--- config.mk ---
export PLATFORM = sky130hd
export DESIGN_NAME = ysyx_041461_pipe_ctrl
export DESIGN_NICKNAME = d
export VERILOG_FILES = /design/src/rtl/ysyx_041461_pipe_ctrl.sv
export SDC_FILE = /design/constraint.sdc
export NUM_CORES = 1
export LEC_CHECK = 0
export BUFFER_PORTS_ARGS = -buffer_cell sky130_fd_sc_hd__buf_2
export CAP_MARGIN = 20
export CORE_MARGIN = 2
export CORE_UTILIZATION = 42
export DETAILED_ROUTE_END_ITERATION = 10
export GPL_TIMING_DRIVEN = 0
export PLACE_DENSITY = 0.69
export REMOVE_ABC_BUFFERS = 1
export SLEW_MARGIN = 20
export SYNTH_ARGS = -nofsm -noshare
export SYNTH_HDL_FRONTEND = slang
export SYNTH_SLANG_ARGS = --single-unit
export TNS_END_PERCENT = 30
--- constraint.sdc ---
create_clock -name clk -period 2 [get_ports clk]
set_clock_uncertainty 0.2 [all_clocks]
set_input_delay 0.4 -clock clk [delete_from_list [all_inputs] [get_ports clk]]
set_output_delay 0.4 -clock clk [all_outputs]
set_load 0.03 [all_outputs]
--- src/rtl/ysyx_041461_pipe_ctrl.sv ---
// Valid/stall/flush control for the six-stage pipeline (IF, IF2, ID, EXE, MEM, WB).
// Builds the stall chain and load enables, runs the trap-drain FSM and counts RUN-state ID stalls.
module ysyx_041461_pipe_ctrl #(
   parameter int CNT_W = 32
) (
   input  logic             clk,
   input  logic             rst,
   input  logic             if_ready,
   input  logic             mem_ready,
   input  logic             id_conflict,
   input  logic             exe_conflict,
   input  logic             mem_conflict,
   input  logic             if_kill,
   input  logic             if2_kill,
   input  logic             id_kill,
   input  logic             exe_kill,
   input  logic             mem_kill,
   input  logic             id_redirect,
   input  logic             wb_trap_commit,
   output logic             v_if2,
   output logic             v_id,
   output logic             v_exe,
   output logic             v_mem,
   output logic             v_wb,
   output logic             en_if,
   output logic             en_if2,
   output logic             en_id,
   output logic             en_exe,
   output logic             en_mem,
   output logic             trap_redirect,
   output logic [1:0]       state,
   output logic [CNT_W-1:0] stall_cnt
);

   typedef enum logic [1:0] {
      S_RUN      = 2'd0,
      S_DRAIN    = 2'd1,
      S_REDIRECT = 2'd2
   } state_e;

   state_e           r_state;
   state_e           w_state_next;
   logic             r_v_if2, r_v_id, r_v_exe, r_v_mem, r_v_wb;
   logic             r_trap_redirect;
   logic [CNT_W-1:0] r_stall_cnt;

   logic w_stall_mem, w_stall_exe, w_stall_id, w_stall_if2, w_stall_if;
   logic w_redirect_fire;
   logic w_fetch_ok, w_flush;
   logic w_v_if2_nxt, w_v_id_nxt, w_v_exe_nxt, w_v_mem_nxt, w_v_wb_nxt;

   // A stall anywhere downstream freezes every stage above it.
   assign w_stall_mem = r_v_mem & (mem_conflict | ~mem_ready);
   assign w_stall_exe = (r_v_exe & exe_conflict) | w_stall_mem;
   assign w_stall_id  = (r_v_id & id_conflict) | w_stall_exe;
   assign w_stall_if2 = w_stall_id;
   assign w_stall_if  = w_stall_if2;

   assign en_if  = ~w_stall_if & w_fetch_ok & ~if_kill;
   assign en_if2 = ~w_stall_if2;
   assign en_id  = ~w_stall_id;
   assign en_exe = ~w_stall_exe;
   assign en_mem = ~w_stall_mem;

   assign w_redirect_fire = id_redirect & r_v_id & ~w_stall_id & ~id_kill;

   // FSM: state register
   // NOTE: sequential state uses non-blocking assignments so every flop samples pre-edge values.
   always_ff @(posedge clk) begin
      if (rst) begin
         r_state         <= S_RUN;
         r_trap_redirect <= 1'b0;
      end else begin
         r_state         <= w_state_next;
         r_trap_redirect <= (w_state_next == S_REDIRECT);
      end
   end

   // FSM: next state; a commit in RUN means the trap entered and retired together.
   // NOTE: every always_comb output gets a default first, so no path can infer a latch.
   always_comb begin
      w_state_next = r_state;
      unique case (r_state)
         S_RUN: begin
            if (wb_trap_commit)  w_state_next = S_REDIRECT;
            else if (if_kill)    w_state_next = S_DRAIN;
         end
         S_DRAIN:    if (wb_trap_commit) w_state_next = S_REDIRECT;
         S_REDIRECT: w_state_next = S_RUN;
         default:    w_state_next = S_RUN;
      endcase
   end

   // FSM: outputs
   always_comb begin
      w_fetch_ok = 1'b0;
      w_flush    = 1'b0;
      unique case (r_state)
         S_RUN:      w_fetch_ok = 1'b1;
         S_REDIRECT: w_flush    = 1'b1;
         default:    ;
      endcase
   end

   // Stalled stages hold (kill still drops them); free stages take the upstream valid.
   always_comb begin
      w_v_if2_nxt = w_stall_if2 ? (r_v_if2 & ~if2_kill)
                                : (if_ready & en_if & ~w_redirect_fire & ~w_stall_if & ~if_kill);
      w_v_id_nxt  = w_stall_id  ? (r_v_id & ~id_kill)
                                : (r_v_if2 & ~w_stall_if2 & ~if2_kill & ~w_redirect_fire);
      w_v_exe_nxt = w_stall_exe ? (r_v_exe & ~exe_kill)
                                : (r_v_id & ~w_stall_id & ~id_kill);
      w_v_mem_nxt = w_stall_mem ? (r_v_mem & ~mem_kill)
                                : (r_v_exe & ~w_stall_exe & ~exe_kill);
      w_v_wb_nxt  = r_v_mem & ~w_stall_mem & ~mem_kill;
      if (w_flush) begin
         w_v_if2_nxt = 1'b0;
         w_v_id_nxt  = 1'b0;
         w_v_exe_nxt = 1'b0;
         w_v_mem_nxt = 1'b0;
         w_v_wb_nxt  = 1'b0;
      end
   end

   // NOTE: reset is synchronous and this block holds only control flops, so all of them are reset.
   always_ff @(posedge clk) begin
      if (rst) begin
         r_v_if2     <= 1'b0;
         r_v_id      <= 1'b0;
         r_v_exe     <= 1'b0;
         r_v_mem     <= 1'b0;
         r_v_wb      <= 1'b0;
         r_stall_cnt <= '0;
      end else begin
         r_v_if2 <= w_v_if2_nxt;
         r_v_id  <= w_v_id_nxt;
         r_v_exe <= w_v_exe_nxt;
         r_v_mem <= w_v_mem_nxt;
         r_v_wb  <= w_v_wb_nxt;
         if ((r_state == S_RUN) && w_stall_id && (r_stall_cnt != '1))
            r_stall_cnt <= r_stall_cnt + CNT_W'(1);
      end
   end

   assign v_if2         = r_v_if2;
   assign v_id          = r_v_id;
   assign v_exe         = r_v_exe;
   assign v_mem         = r_v_mem;
   assign v_wb          = r_v_wb;
   assign trap_redirect = r_trap_redirect;
   assign state         = r_state;
   assign stall_cnt     = r_stall_cnt;

endmodule

==> summary.md <==
| Metric | Value |
|---|---|
| Power per standard cell area | `487 mW/mm²` |
| Violated checks | `setup timing` |
| Hpwl dp | `3.51 mm` |
| Hold path endpoint | `v_wb` |
| Final antenna-violating net count | `0` |
| Row count | `26` |
| Crit-path max FO | `3` |
| Largest net degree at the start of global routing | `38` |
| Die X | `76.0 µm` |
| Clk network pwr share | `0.446` |
| Worst Slack Setup Final | `-0.0947 ns` |
| Clock period minus worst slack | `2.09 ns` |
| Htree depth | `2` |
| Routed WL | `6.30 mm` |
| Capturing point of the worst reg2reg path | `stall_cnt[31]` |
| Ys flop type | `dfxtp_1` |
| CP peak stage delay | `0.35 ns` |
| Initial Util | `0.432` |
| Hold Path Depth | `2` |
| Final Cycle Share | `1.05` |
| Non-filler cells, final | `slightly above 400` |
| Reg2reg setup slack | `-0.06 ns` |
| Total of max-cap violations | `0` |
| Combinational Power Share | `0.054` |
| Worst slew pin tran | `around 0.8 ns` |
| RSZ-0062 raised after global routing | `yes` |
| Fin. max-slew vios | `0` |
| IO Count | `between 50 and 60` |
| RR Startpoint | `stall_cnt[17]` |
| First-pass GRT wire length | `9.82 mm` |
| Count of input and output buffers | `a little under 60` |
| Critical path class | `reg2out` |
| P_sw | `356 µW` |
| Avg Inst Size Synth | `a little under 9 µm²` |
| Top cells by count, synth | `40 x dfxtp_1, 28 x a21oi_1, 18 x or4_1, 17 x o31ai_1, 16 x nand3_1` |
| Critical Path Source | `v_id` |
| Final hold vios | `0` |
| Seq cells post-synth | `40` |
| Share of layout cells above drive strength 1 | `0.525` |
| Sequential area share after synthesis | `0.368` |
| DR vias/cell | `between 5 and 6` |
| Die Ht | `76.0 µm` |
| Synth top area share | `0.368` |
| Clock Pin Slew Worst Setup and Hold Paths | `0.08 ns` |
| TritonCTS Buffers | `5` |
| DRC Markers | `0` |
| First DRT Iteration DRCs | `196` |
| DR WL/cell | `15.2 µm` |
| Sw frac | `0.226` |
| Worst R2R Path Depth | `8` |
| Util after Layout | `0.642` |
| Leakage dissipation | `0.00134 µW` |
| CTS tree | `done` |
| Count leader, synth | `dfxtp_1` |
| Dominant cells by area after synthesis | `dfxtp_1 37%, a21oi_1 6.4%, or4_1 6.2%` |
| Endpoints failing setup | `22` |
| Layout area overhead | `48.8%` |
| Req. time, crit path | `1.40 ns` |
| Fmax | `roughly 480 MHz` |
| Relative slew slack | `0.481` |
| Clock Path Buffers | `2` |
| Clock Latency Late Sink | `0.30 ns` |
| Asr flop ratio synth | `0` |
| Cell accounting for the most synthesized area | `dfxtp_1` |
| Int Power | `1220 µW` |
| Status | `finished, violations left` |
| Register area | `866 µm²` |
| Routability cong. | `0.810` |
| Post-Synthesis Cell Area | `0.00218 mm²` |
| Min-delay src | `mem_kill` |
| Antenna violations before repair | `0` |
| Number of synthesized flops with an enable pin | `0` |
| Post-synth cell types | `51` |
| Crit start category | `flop` |
| Core area | `0.00504 mm²` |
| ANT cells | `0` |
| Vias in the first global route | `between 2000 and 2500` |
| Seq pwr share | `0.501` |
| Arr. time, crit path | `1.49 ns` |
| Total number of vias | `roughly 2400` |
| Multi-input logic area | `0.00150 mm²` |
| Full die area | `0.00577 mm²` |
| Synthesized instance count | `around 250` |
| Initial DRT Pass Iterations | `4` |
| CP Cell Sequence | `a22oi_2 > a21bo_4 > nor4_4 > buf_6` |
| GRT Total Usage | `0.204` |
| Placed Cells | `roughly 360` |
| Filler cell count | `404` |
| CP endpoint kind | `output port` |
| Final nets | `359` |
| Hold WC Path Type | `in2reg` |
| Clk root buf | `clkbuf_8` |
| Final global-route overflow total | `0` |
| Slowest cell on the critical path | `dfxtp_4` |
| Syn. warnings | `0` |
| VDD IR-drop max | `0.352 mV` |
| Number of clock sinks | `40` |
## routing by layer
metal	track usage	wire length [µm]	vias to the layer above
met4	0.0836	127	0
met3	0.0438	255	11
li1	-	-	1162
met2	0.323	3190	64
met1	0.272	2720	1136
met5	0	0	-
## through the flow
step | total power [µW] | setup TNS, ns | setup WS, ns | area, µm² | hold WS, ns
floorplan | 858 | -10.55 | -0.658 | 2080 | 0.269
finish | 1580 | -0.806 | -0.0947 | 3240 | 0.0712
detailed placement | 895 | -12.73 | -0.793 | 2460 | 0.291
global route | 1640 | -3.43 | -0.184 | 3240 | 0.0668
global placement | 895 | -11.89 | -0.756 | 2460 | 0.288
CTS | 1600 | -0.398 | -0.0718 | 2970 | 0.0672
## timing repair
action	in CTS	in global routing
resized for setup	55	39
gates cloned	1	0
hold buffers	0	0
endpoints found under the setup margin	34	34
setup buffers	23	19
pin swaps	23	28
## sequential cells by signal (all words and copies together) (netlist names)
register and flops:
v_mem 1, v_id 1, state 2, v_exe 1, v_if2 1, trap_redirect 1, stall_cnt 32, v_wb 1
## area by class of cell
class / count / share of cell area
timing repair buffer: 100 / 0.201
inverter: 4 / 0.00464
multi-input combinational: 193 / 0.462
tap: 70 / 0.0271
clock inverter: 2 / 0.0120
clock buffer: 6 / 0.0255
sequential: 40 / 0.267
## power groups by stage
stage | Clock, µW | Combinational, µW | Sequential (µW)
6_report | 703 | 84.6 | 790
3_3_place_gp | 0 | 69.2 | 825
4_1_cts | 720 | 77.0 | 801
2_1_floorplan | 0 | 24.9 | 834
5_1_grt | 756 | 89.9 | 791
3_5_place_dp | 0 | 69.6 | 825
## cells in the final DEF (no fill, tap or decap), types with 3 or more instances in the layout
cell type,synthesis,final
nand3_1,16,11
and3_1,4,4
nand4_1,9,9
nor2b_1,3,3
dfxtp_2,0,13
inv_1,4,4
nor4_1,4,3
nand3_4,0,4
or3_1,10,9
nor2_1,14,14
buf_6,3,10
o31ai_1,17,16
dfxtp_1,40,14
a21oi_1,28,22
nor4_4,0,3
o21ai_1,9,9
dfxtp_4,0,13
buf_2,1,55
buf_4,2,35
clkbuf_8,2,6
nand2_1,15,13
or4_1,18,12
or3_4,2,3
or4_4,0,6
nor3_4,2,6
a21oi_2,0,6
## critical path, delay by kind of cell (launching register included)
kind | cells | cell delay [ns]
buf+inv | 1 | 0.18
simple gates | 1 | 0.26
compound gates | 2 | 0.40
flops | 1 | 0.35
## cell families after synthesis
| group | synth area share |
|---|---|
| muxes | 0.0144 |
| DFF | 0.368 |
| and+or+nand+nor | 0.365 |
| adders and majority gates | 0.00575 |
| AOI/OAI and AO/OA | 0.197 |
| buffers and inverters | 0.0494 |
## worst max path at each step
stage / slack [ns] / to
2_1_floorplan: -0.66 / stall_cnt[6]
3_3_place_gp: -0.76 / stall_cnt[6]
3_5_place_dp: -0.79 / stall_cnt[6]
4_1_cts: -0.07 / en_if
5_1_grt: -0.18 / en_if
6_report: -0.09 / en_if
Note: power is estimated with default switching activity, not from simulation.
